$ cat src/rtl/reg_dump_tx.sv
// reg_dump_tx: on a CPU halt (or an explicit request) snapshots the seven
// exposed 16-bit registers and sends them as one 15-byte UART 8N1 frame
// (sync byte, then each register high byte first). After a halt-triggered
// dump it can pulse unhalt so the CPU resumes.
module reg_dump_tx #(
  parameter int          CLKS_PER_BIT = 868,
  parameter logic [7:0]  SYNC_BYTE    = 8'hA5,
  parameter int          AUTO_UNHALT  = 1
) (
  input  logic         clk,
  input  logic         rst,
  input  logic         halted,
  input  logic [111:0] regexpose,
  input  logic         dump_req,
  output logic         tx,
  output logic         busy,
  output logic         unhalt
);

  localparam int                BAUD_W    = (CLKS_PER_BIT > 1) ? $clog2(CLKS_PER_BIT) : 1;
  localparam logic [BAUD_W-1:0] BAUD_LAST = BAUD_W'(CLKS_PER_BIT - 1);
  localparam logic [3:0]        LAST_BYTE = 4'd14;

  typedef enum logic [2:0] {
    IDLE,
    START,
    DATA,
    STOP,
    DONE
  } state_t;

  state_t              state;
  logic [BAUD_W-1:0]   baud;
  logic [2:0]          bit_idx;
  logic [3:0]          byte_idx;
  logic                halted_q;
  logic                from_halt;
  logic [111:0]        shadow;
  logic [127:0]        frame;
  logic [7:0]          cur_byte;
  logic                halt_trig;
  logic                trigger;
  logic                bit_end;

  assign halt_trig = halted & ~halted_q;
  assign trigger   = halt_trig | dump_req;
  assign bit_end   = (baud == BAUD_LAST);

  // Lay the snapshot out as the byte sequence on the wire; byte k sits at frame[8k +: 8].
  // The unused top byte keeps the indexed select in range for every byte_idx value.
  always_comb begin
    frame          = '0;
    frame[7:0]     = SYNC_BYTE;
    for (int i = 0; i < 7; i++) begin
      frame[16*i + 8  +: 8] = shadow[16*i + 8 +: 8];
      frame[16*i + 16 +: 8] = shadow[16*i     +: 8];
    end
    frame[127:120] = 8'hFF;
    cur_byte       = frame[{byte_idx, 3'b000} +: 8];
  end

  // Register snapshot: taken in the cycle a frame starts, held for the whole frame.
  always_ff @(posedge clk) begin
    if (state == IDLE && trigger) begin
      shadow <= regexpose;
    end
  end

  // Frame sequencer: bit timing, byte stepping and the registered tx/busy/unhalt outputs.
  always_ff @(posedge clk) begin
    if (rst) begin
      state     <= IDLE;
      tx        <= 1'b1;
      busy      <= 1'b0;
      unhalt    <= 1'b0;
      baud      <= '0;
      bit_idx   <= '0;
      byte_idx  <= '0;
      halted_q  <= 1'b0;
      from_halt <= 1'b0;
    end else begin
      halted_q <= halted;
      unhalt   <= 1'b0;
      case (state)
        IDLE: begin
          tx <= 1'b1;
          if (trigger) begin
            from_halt <= halt_trig;
            state     <= START;
            tx        <= 1'b0;
            busy      <= 1'b1;
            baud      <= '0;
            bit_idx   <= '0;
            byte_idx  <= '0;
          end
        end
        START: begin
          if (bit_end) begin
            baud    <= '0;
            bit_idx <= '0;
            tx      <= cur_byte[0];
            state   <= DATA;
          end else begin
            baud <= baud + BAUD_W'(1);
          end
        end
        DATA: begin
          if (bit_end) begin
            baud <= '0;
            if (bit_idx == 3'd7) begin
              tx    <= 1'b1;
              state <= STOP;
            end else begin
              bit_idx <= bit_idx + 3'd1;
              tx      <= cur_byte[bit_idx + 3'd1];
            end
          end else begin
            baud <= baud + BAUD_W'(1);
          end
        end
        STOP: begin
          if (bit_end) begin
            baud <= '0;
            if (byte_idx == LAST_BYTE) begin
              state  <= DONE;
              busy   <= 1'b0;
              tx     <= 1'b1;
              // Only resume a CPU that halted this dump and is still halted.
              unhalt <= (AUTO_UNHALT != 0) && from_halt && halted;
            end else begin
              byte_idx <= byte_idx + 4'd1;
              bit_idx  <= '0;
              tx       <= 1'b0;
              state    <= START;
            end
          end else begin
            baud <= baud + BAUD_W'(1);
          end
        end
        DONE: begin
          tx       <= 1'b1;
          byte_idx <= '0;
          state    <= IDLE;
        end
        default: begin
          tx    <= 1'b1;
          busy  <= 1'b0;
          state <= IDLE;
        end
      endcase
    end
  end

endmodule

$ cat config.mk
export PLATFORM = sky130hd
export DESIGN_NAME = reg_dump_tx
export DESIGN_NICKNAME = d
export VERILOG_FILES = /design/src/rtl/reg_dump_tx.sv
export SDC_FILE = /design/constraint.sdc
export NUM_CORES = 1
export LEC_CHECK = 0
export BUFFER_PORTS_ARGS = -buffer_cell sky130_fd_sc_hd__buf_2
export CAP_MARGIN = 20
export CORE_UTILIZATION = 40
export CTS_BUF_LIST = sky130_fd_sc_hd__clkbuf_8 sky130_fd_sc_hd__clkbuf_16
export CTS_CLUSTER_SIZE = 28
export DETAILED_ROUTE_END_ITERATION = 8
export PLACE_DENSITY = 0.62
export RECOVER_POWER = 100
export SETUP_SLACK_MARGIN = 0.3
export SLEW_MARGIN = 20
export SYNTH_ARGS = -nofsm -noshare
export SYNTH_HDL_FRONTEND = slang
export SYNTH_SLANG_ARGS = --single-unit
export TNS_END_PERCENT = 20
$ cat constraint.sdc
create_clock -name clk -period 7.1 [get_ports clk]
set_input_delay 0.71 -clock clk [delete_from_list [all_inputs] [get_ports clk]]
set_output_delay 0.71 -clock clk [all_outputs]
set_load 0.01 [all_outputs]
==> impl_metrics.csv, run 1 <==
group,metric,value,unit
run_status,status,"complete, but fails checks",
run_status,violations,"max-capacitance violations, max-slew violations",
grt,grt_pass1_vias,3613,
routing,drt_wl_total,11900,um
timing,period_needed,3740,ps
cts,path_clk_slew,60,ps
worst_setup_path,cp-startpoint,"state[1]",
synth,synth.largest_area_cell,"edfxtp_1",
grt,track_usage,17.1,%
worst_setup_path,crit_path_end_kind,"register",
power,power,2000,uW
synth,synth_warnings,0,
timing,final-setup-viol-count,0,
synth,ys_types,65,
synth,synthArstFlopShare,0,%
power,power_frac_clock,44.2,%
timing,max_slew_margin,-41.3,%
power,powerDensity,283,mW/mm2
cts,holdBufCountCts,0,
floorplanning,io_pins,119,
cts,cts-resized-gates,0,
synth,netlist_top_cells_area,"edfxtp_1 58%, dfxtp_1 8.6%, mux4_2 2.7%",
job,maxCapViolCount,2,
routing,first_iter_violations,221,
placed_design,place_congestion,0.830,
worst_hold_path,holdCritPathClass,"input pin to register",
routing,postRouteAntennaNets,0,
worst_setup_path,r2r-start,"state[1]",
timing,drv_slew,63,
layout,fillers,1230,
synth,syn_nets,508,
floorplanning,rows,43,
cts,postCtsSetupBuffers,0,
grt,grt_start_max_net_pins,68,
worst_setup_path,worstPathArrival,3770,ps
power,sw_frac_of_total,21.6,%
grt,grt_pass1_wl,18600,um
routing,drcViolationCount,0,
placed_design,dp.cells,668,
power,p_leak,0.00258,uW
cts,insertion_delay,420,ps
timing,hold_viol,0,
worst_setup_path,crit_fanout,25,
timing,hold_slack,459,ps
floorplanning,initial_core_util,41.6,%
cts,cts.sinks,137,
synth,synth_area_per_cell,15.1,um2
timing,tightest_slew,2110,ps
routing,vias_per_cell,5.19,
power,p_sw,431,uW
timing,fmax,0.268,GHz
timing,tns,0,ps
layout,drive_gt1_share,33.1,%
layout,nets,628,
worst_setup_path,r2r_cells,3,
routing,detail_route.wl_per_cell,17.0,um
synth,synth_area,0.00584,mm2
synth,synth_seq_cells,137,
timing,fin_crit_sh,52.6,%
worst_setup_path,endpoint,"shadow[48]",
cts,htreeDepth,4,
floorplanning,dieArea,0.0151,mm2
synth,ys.flop_type,"edfxtp_1",
floorplanning,die_x,123,um
layout,layout.cells.non_filler,700,
floorplanning,die_h,123,um
power,power.share.sequential,49.2,%
worst_setup_path,worstReg2RegEnd,"shadow[48]",
layout,diodes,0,
worst_setup_path,startpoint_type,"register",
cts,cts_tree,"built",
synth,netlist_instances,387,
grt,grt_antenna_before_repair,0,
routing,dr_total_vias,3634,
timing,grt_setup_unrepaired,"false",
power,p_comb_share,6.6,%
worst_setup_path,r2r_slack,3360,ps
cts,clk_path_buf_depth,2,
floorplanning,design.core.area,0.0140,mm2
placed_design,dp_hpwl,8200,um
layout,area_growth,20.9,%
worst_setup_path,critPathKind,"register to register",
synth,synth_top_cell_area_share,57.6,%
routing,dr.pass1.iters,5,
cts,numCtsBuffers,17,
timing,finClkSkew,8.75,ps
cts,clock-root-buffer,"clkbuf_16",
synth,seq_area_frac_synth,66.2,%
placed_design,io_buffer_count,118,
grt,globalRouteOverflowTotal,0,
power,vdd_ir_drop_max,0.164,mV
worst_setup_path,cp.required,7130,ps
synth,synth-edff-count,112,
power,p_int,1570,uW
[layout by cell type (no fill, tap or decap), drive strengths merged, types with 6 or more instances in the layout]
cell type,netlist,routed
nor2,28,28
mux2i,15,15
inv,10,15
clkbuf,9,28
nand2,15,15
mux4,9,9
buf,12,111
mux2,16,16
xor2,7,7
a21oi,14,14
o21ai,11,11
nor3,7,7
edfxtp,112,112
dfxtp,25,25
a221oi,7,7
a22oi,6,6
nand3,9,9
[synthesized netlist by cell type (all sizes together) (4+ instances only)]
cell,number
edfxtp,112
nor2,28
dfxtp,25
mux2,16
mux2i,15
nand2,15
a21oi,14
buf,12
o21ai,11
inv,10
clkbuf,9
mux4,9
nand3,9
a221oi,7
nor3,7
xor2,7
a22oi,6
a2111oi,5
and3,5
ha,5
nand4,5
o22ai,5
and4,4
nor2b,4
[cell type report]
class / count / area [um2] / area share (%)
well taps: 180 / 225 / 3.19
repair buffers: 122 / 604 / 8.56
inverters: 10 / 37.5 / 0.532
clock inverters: 15 / 178 / 2.52
flip-flops and latches: 137 / 3860 / 54.7
multi-input cells: 219 / 1730 / 24.4
clock buffers: 17 / 425 / 6.03
[power groups by stage]
stage	Clock (uW)	Sequential, uW	Combinational, uW
finish	885	984	132
global route	947	993	146
CTS	904	984	141
detailed placement	0	1000	141
global placement	0	998	132
floorplan	0	1010	75.8
[kinds of logic after synthesis]
family	count (synthesis)	share of synthesized area (%)
AO/OA/AOI/OAI	70	8.94
XOR/XNOR	10	1.50
adder cells (fa/ha/maj)	5	1.07
buffers and inverters	31	4.18
flip-flops	137	66.2
multiplexers	40	9.51
AND/OR/NAND/NOR	94	8.64
[layer usage]
layer  GRT usage (%)  vias up  wire [um]
met5               0        -          0
met4            7.24        0        144
met3            6.09       11        698
met2            26.1      110       5660
met1            22.0     1747       5430
li1                -     1766          -
[critical path: stages, from the launching register on]
cell	delay, ps
dfxtp_1	430
nor3_1	320
nor2b_1	1640
clkbuf_1	940
[worst min path at each step]
| stage | start | to | slack, ps | cells past startpoint |
|---|---|---|---|---|
| after floorplan | from_halt | from_halt | 460 | 2 |
| after global placement | from_halt | from_halt | 480 | 2 |
| after detailed placement | from_halt | from_halt | 480 | 2 |
| after CTS | regexpose[0] | shadow[0] | 440 | 1 |
| after global routing | regexpose[84] | shadow[84] | 440 | 1 |
| final | regexpose[0] | shadow[0] | 460 | 1 |
[through the flow]
stage                     utilization (%)  instance area (um2)  setup slack (ps)
after global placement               46.2                 6480              3780
after CTS                            50.6                 7110              4410
final                                50.3                 7060              3360
after floorplan                         -                 5840               547
after detailed placement             46.4                 6510              4060
after global routing                 50.3                 7060              2960
[state kept, by name, summed over array words and instances (netlist names)]
| signal | flops |
|---|---|
| busy | 1 |
| tx | 1 |
| bit_idx | 3 |
| unhalt | 1 |
| byte_idx | 4 |
| halted_q | 1 |
| state | 3 |
| from_halt | 1 |
| baud | 10 |
| shadow | 112 |
(Power assumes the default switching activity.)
==> inputs of run 2 (changes only) <==
==> constraint.sdc (replaced) <==
create_clock -name clk -period 3.45 [get_ports clk]
set_input_delay 0.345 -clock clk [delete_from_list [all_inputs] [get_ports clk]]
set_output_delay 0.345 -clock clk [all_outputs]
set_load 0.01 [all_outputs]
==> impl_metrics.csv, run 2 (same netlist as run 1, synthesis figures left out) <==
group,metric,value,unit
cts,htreeDepth,4,
worst_hold_path,holdCritPathClass,"input pin to register",
layout,layout_commonest_cell,"edfxtp_1",
routing,postRouteAntennaNets,0,
worst_setup_path,worstPathArrival,3050,ps
grt,track_usage,17.3,%
cts,holdBufCountCts,0,
placed_design,io_buffer_count,118,
worst_setup_path,r2r_slack,700,ps
routing,drcViolationCount,0,
job,maxCapViolCount,0,
power,p_leak,0.00260,uW
cts,cts_tree,"built",
timing,period_needed,2750,ps
timing,final-setup-viol-count,0,
grt,busiest_layer,"met2",
placed_design,dpl_cell_area,0.00651,mm2
timing,fmax,0.363,GHz
routing,drt_wl_total,12100,um
timing,tightest_slew,1490,ps
routing,first_iter_violations,238,
timing,tns,0,ps
power,powerDensity,586,mW/mm2
worst_setup_path,startpoint_type,"register",
cts,path_clk_slew,60,ps
timing,max_slew_margin,0.910,%
placed_design,place_congestion,0.807,
run_status,status,"finished clean",
cts,cts-resized-gates,0,
floorplanning,die_h,123,um
timing,drv_slew,0,
worst_setup_path,crit_path_end_kind,"register",
floorplanning,design.core.area,0.0140,mm2
layout,largest_reg_flops,112,
cts,postCtsSetupBuffers,0,
layout,final_cell_mix,"112 x edfxtp_1, 108 x buf_2, 28 x nor2_1",
floorplanning,initial_core_util,41.6,%
grt,grt_pass1_wl,18800,um
layout,reg.largest.list,"shadow x112, baud x10, byte_idx x4",
grt,use_met2,26.5,%
routing,dr.pass1.iters,7,
floorplanning,rows,43,
layout,fin_util,50.5,%
timing,hold_viol,0,
floorplanning,io_pins,119,
grt,globalRouteOverflowTotal,0,
routing,vias_per_cell,5.20,
grt,met3_usage,5.76,%
routing,dr_total_vias,3642,
cts,cts.sinks,137,
cts,insertion_delay,420,ps
layout,area_growth,21.5,%
timing,fin_crit_sh,79.8,%
grt,grt_antenna_before_repair,0,
floorplanning,die_x,123,um
timing,finClkSkew,6.35,ps
worst_setup_path,critPathKind,"register to register",
cts,numCtsBuffers,17,
floorplanning,dieArea,0.0151,mm2
grt,grt_pass1_vias,3650,
layout,diodes,0,
grt,grt_use_met1,22.8,%
worst_setup_path,crit_fanout,26,
worst_setup_path,cp.required,3740,ps
layout,drive_gt1_share,33.4,%
layout,regMostFlops,"shadow",
timing,setup_ws,695,ps
grt,grt_start_max_net_pins,113,
timing,grt_setup_unrepaired,"false",
cts,clk_path_buf_depth,2,
routing,detail_route.wl_per_cell,17.3,um
power,vdd_ir_drop_max,0.348,mV
placed_design,dp_slack,1040,ps
layout,nets,629,
placed_design,dp_hpwl,8490,um
cts,clock-root-buffer,"clkbuf_16",
layout,design_area,0.00709,mm2
## run 2: per-stage QoR
step,hold WS (ps),power [uW],cells
2_1_floorplan,422,2210,387
3_3_place_gp,475,2340,669
3_5_place_dp,479,2350,669
4_1_cts,82.5,4190,701
5_1_grt,71.6,4300,701
6_report,98.3,4150,701
## run 2: worst max-delay path, cell delays in order (launching register included)
cell       delay [ps]
dfxtp_1          1070
buf_4             340
mux2i_1           270
a22oi_1           120
a2111oi_0         430
a21oi_1           120
nand4bb_2         140
o311ai_2          110
## run 2: report_power, final
group	switching [uW]	internal, uW
registers	53.3	1990
clock network	652	1190
logic	154	111
## run 2: layer usage
metal	up-vias	part of all wire [%]
met5	-	0
met4	0	1.5
met3	17	5.2
met2	103	47
met1	1757	46
li1	1765	-
## run 2: area by class of cell
type / count / area [um2]
multi-input cells: 219 / 1740
clock buffers: 17 / 425
inverters: 10 / 37.5
clock inverters: 15 / 185
fillers: 1205 / 6950
repair buffers: 123 / 616
well taps: 180 / 225
flip-flops and latches: 137 / 3860
## run 2: worst paths after layout
path	from	to	cells after the start
max	byte_idx[1]	tx	7
min	regexpose[55]	shadow[55]	1
max reg2reg	byte_idx[1]	tx	7
min reg2reg	from_halt	unhalt	1
==> inputs of run 3 (changes only) <==
--- a/config.mk
+++ b/config.mk
@@ -11,7 +11,7 @@
 export CTS_BUF_LIST = sky130_fd_sc_hd__clkbuf_8 sky130_fd_sc_hd__clkbuf_16
 export CTS_CLUSTER_SIZE = 28
 export DETAILED_ROUTE_END_ITERATION = 8
-export PLACE_DENSITY = 0.62
+export PLACE_DENSITY = 0.65
 export RECOVER_POWER = 100
 export SETUP_SLACK_MARGIN = 0.3
 export SLEW_MARGIN = 20
==> constraint.sdc (replaced) <==
create_clock -name clk -period 2.3 [get_ports clk]
set_input_delay 0.23 -clock clk [delete_from_list [all_inputs] [get_ports clk]]
set_output_delay 0.23 -clock clk [all_outputs]
set_load 0.01 [all_outputs]
==> impl_metrics.csv, run 3 (same netlist as run 1, synthesis figures left out) <==
group,metric,value,unit
run_status,status,"finished clean",
layout,layout_commonest_cell,"edfxtp_1",
cts,htreeDepth,4,
layout,largest_reg_flops,112,
timing,fin_crit_sh,89.0,%
worst_setup_path,critPathKind,"register to register",
worst_setup_path,crit_path_end_kind,"register",
floorplanning,rows,43,
power,p_int,4690,uW
layout,regMostFlops,"shadow",
routing,drcViolationCount,0,
timing,tightest_slew,757,ps
layout,area_growth,44.7,%
layout,diodes,0,
timing,hold_slack,21.5,ps
power,p_comb_share,9.5,%
timing,grt_setup_unrepaired,"true",
floorplanning,design.core.area,0.0140,mm2
worst_setup_path,crit_fanout,5,
routing,first_iter_violations,267,
power,powerDensity,706,mW/mm2
floorplanning,io_pins,119,
grt,globalRouteOverflowTotal,0,
timing,final-setup-viol-count,0,
routing,vias_per_cell,5.16,
layout,nets,767,
floorplanning,dieArea,0.0151,mm2
grt,grt_pass1_vias,4517,
cts,clock-root-buffer,"clkbuf_16",
cts,path_clk_slew,60,ps
routing,dr_total_vias,4311,
worst_setup_path,endpoint,"byte_idx[1]",
power,power.share.sequential,51.1,%
worst_setup_path,r2r-start,"baud[1]",
placed_design,dp_slack,80.5,ps
timing,period_needed,2050,ps
cts,insertion_delay,420,ps
timing,setup_ws,253,ps
floorplanning,die_h,123,um
grt,grt_pass1_wl,22500,um
power,p_leak,0.00317,uW
cts,cts.sinks,137,
routing,detail_route.wl_per_cell,17.4,um
grt,grt_antenna_before_repair,0,
worst_setup_path,worstReg2RegEnd,"byte_idx[1]",
timing,finClkSkew,7.60,ps
worst_setup_path,cp-startpoint,"baud[1]",
cts,cts_tree,"built",
placed_design,dp_hpwl,8820,um
worst_setup_path,r2r_cells,7,
power,vdd_ir_drop_max,0.450,mV
worst_setup_path,r2r_slack,250,ps
timing,drv_slew,0,
routing,postRouteAntennaNets,0,
worst_setup_path,worstPathArrival,2380,ps
layout,reg.largest.list,"shadow x112, baud x10, byte_idx x4",
layout,drive_gt1_share,30.8,%
cts,numCtsBuffers,17,
layout,final_cell_mix,"112 x edfxtp_1, 109 x dlygate4sd3_1, 101 x buf_2",
worst_hold_path,holdCritPathClass,"input pin to register",
floorplanning,initial_core_util,41.6,%
power,power_frac_clock,39.3,%
layout,fin_util,60.2,%
worst_setup_path,startpoint_type,"register",
timing,fmax,0.488,GHz
routing,drt_wl_total,14600,um
worst_setup_path,cp.required,2630,ps
power,sw_frac_of_total,21.3,%
placed_design,place_congestion,0.892,
timing,hold_viol,0,
timing,max_slew_margin,49.5,%
cts,clk_path_buf_depth,2,
job,maxCapViolCount,0,
power,p_sw,1270,uW
routing,dr.pass1.iters,4,
layout,fillers,1069,
floorplanning,die_x,123,um
placed_design,io_buffer_count,118,
grt,track_usage,20.5,%
grt,grt_start_max_net_pins,70,
[run 3: cell types whose count changed in the layout (fill, tap and decap cells not counted), sizes merged]
| cell | before | now |
|---|---|---|
| dlygate4sd3 | 0 | 109 |
| clkinv | 6 | 7 |
| clkinvlp | 3 | 0 |
| inv | 12 | 13 |
| clkbuf | 28 | 39 |
| bufinv | 4 | 1 |
| buf | 112 | 130 |
[run 3: worst max-delay path, cell delays in order (launching register included)]
cell,delay [ps]
dfxtp_1,430
ha_4,190
nand4_1,90
and4bb_1,370
and4_1,240
a21oi_1,120
or3_1,350
a21oi_2,170
[run 3: worst min path at each step]
stage                        startpoint          to  slack [ps]  cells after the start
after CTS                  regexpose[3]   shadow[3]           1                      1
after floorplan                     rst    state[1]         300                      1
after detailed placement  regexpose[32]  shadow[32]         410                      1
final                     regexpose[82]  shadow[82]          20                      1
after global placement    regexpose[20]  shadow[20]         410                      1
after global routing      regexpose[82]  shadow[82]           3                      1
[run 3: final cells by class]
type	instances	area, um2	share of cell area [%]
tap	180	225	2.67
timing repair buffer	261	2000	23.7
clock buffer	17	425	5.04
clock inverter	11	70.1	0.829
inverter	10	37.5	0.444
multi-input combinational	219	1810	21.4
sequential	137	3880	45.9
[run 3: what timing repair did]
| action | in CTS | in global routing |
|---|---|---|
| buffers inserted | 6 | 8 |
| resized for setup | 8 | 23 |
| pin swaps | 3 | 6 |
| setup endpoints to repair | 12 | 12 |
| gates cloned | 0 | 1 |
| hold endpoints to repair | 109 | 0 |
| hold buffers | 109 | 0 |
[run 3: metal layers]
| layer | vias up | GRT usage (%) | share of wire (%) |
|---|---|---|---|
| met5 | - | 0 | 0 |
| met4 | 0 | 11.5 | 2.9 |
| met3 | 35 | 4.93 | 5.5 |
| met2 | 145 | 34.1 | 51 |
| met1 | 2102 | 24.3 | 40 |
| li1 | 2029 | - | - |
[run 3: power by group through the flow]
stage	clock, uW	combinational [uW]	sequential [uW]
3_3_place_gp	0	424	3090
5_1_grt	2480	617	3070
6_report	2340	568	3050
2_1_floorplan	0	242	3070
3_5_place_dp	0	435	3100
4_1_cts	2380	579	3050
[run 3: stage by stage]
stage                     setup TNS (ps)  instances  cell area [um2]  total power (uW)
after floorplan                   -59430        387             5870              3310
after global placement                 0        683             6660              3520
after detailed placement               0        683             6660              3530
after CTS                              0        826             8330              6010
after global routing                   0        835             8450              6160
final                                  0        835             8450              5960
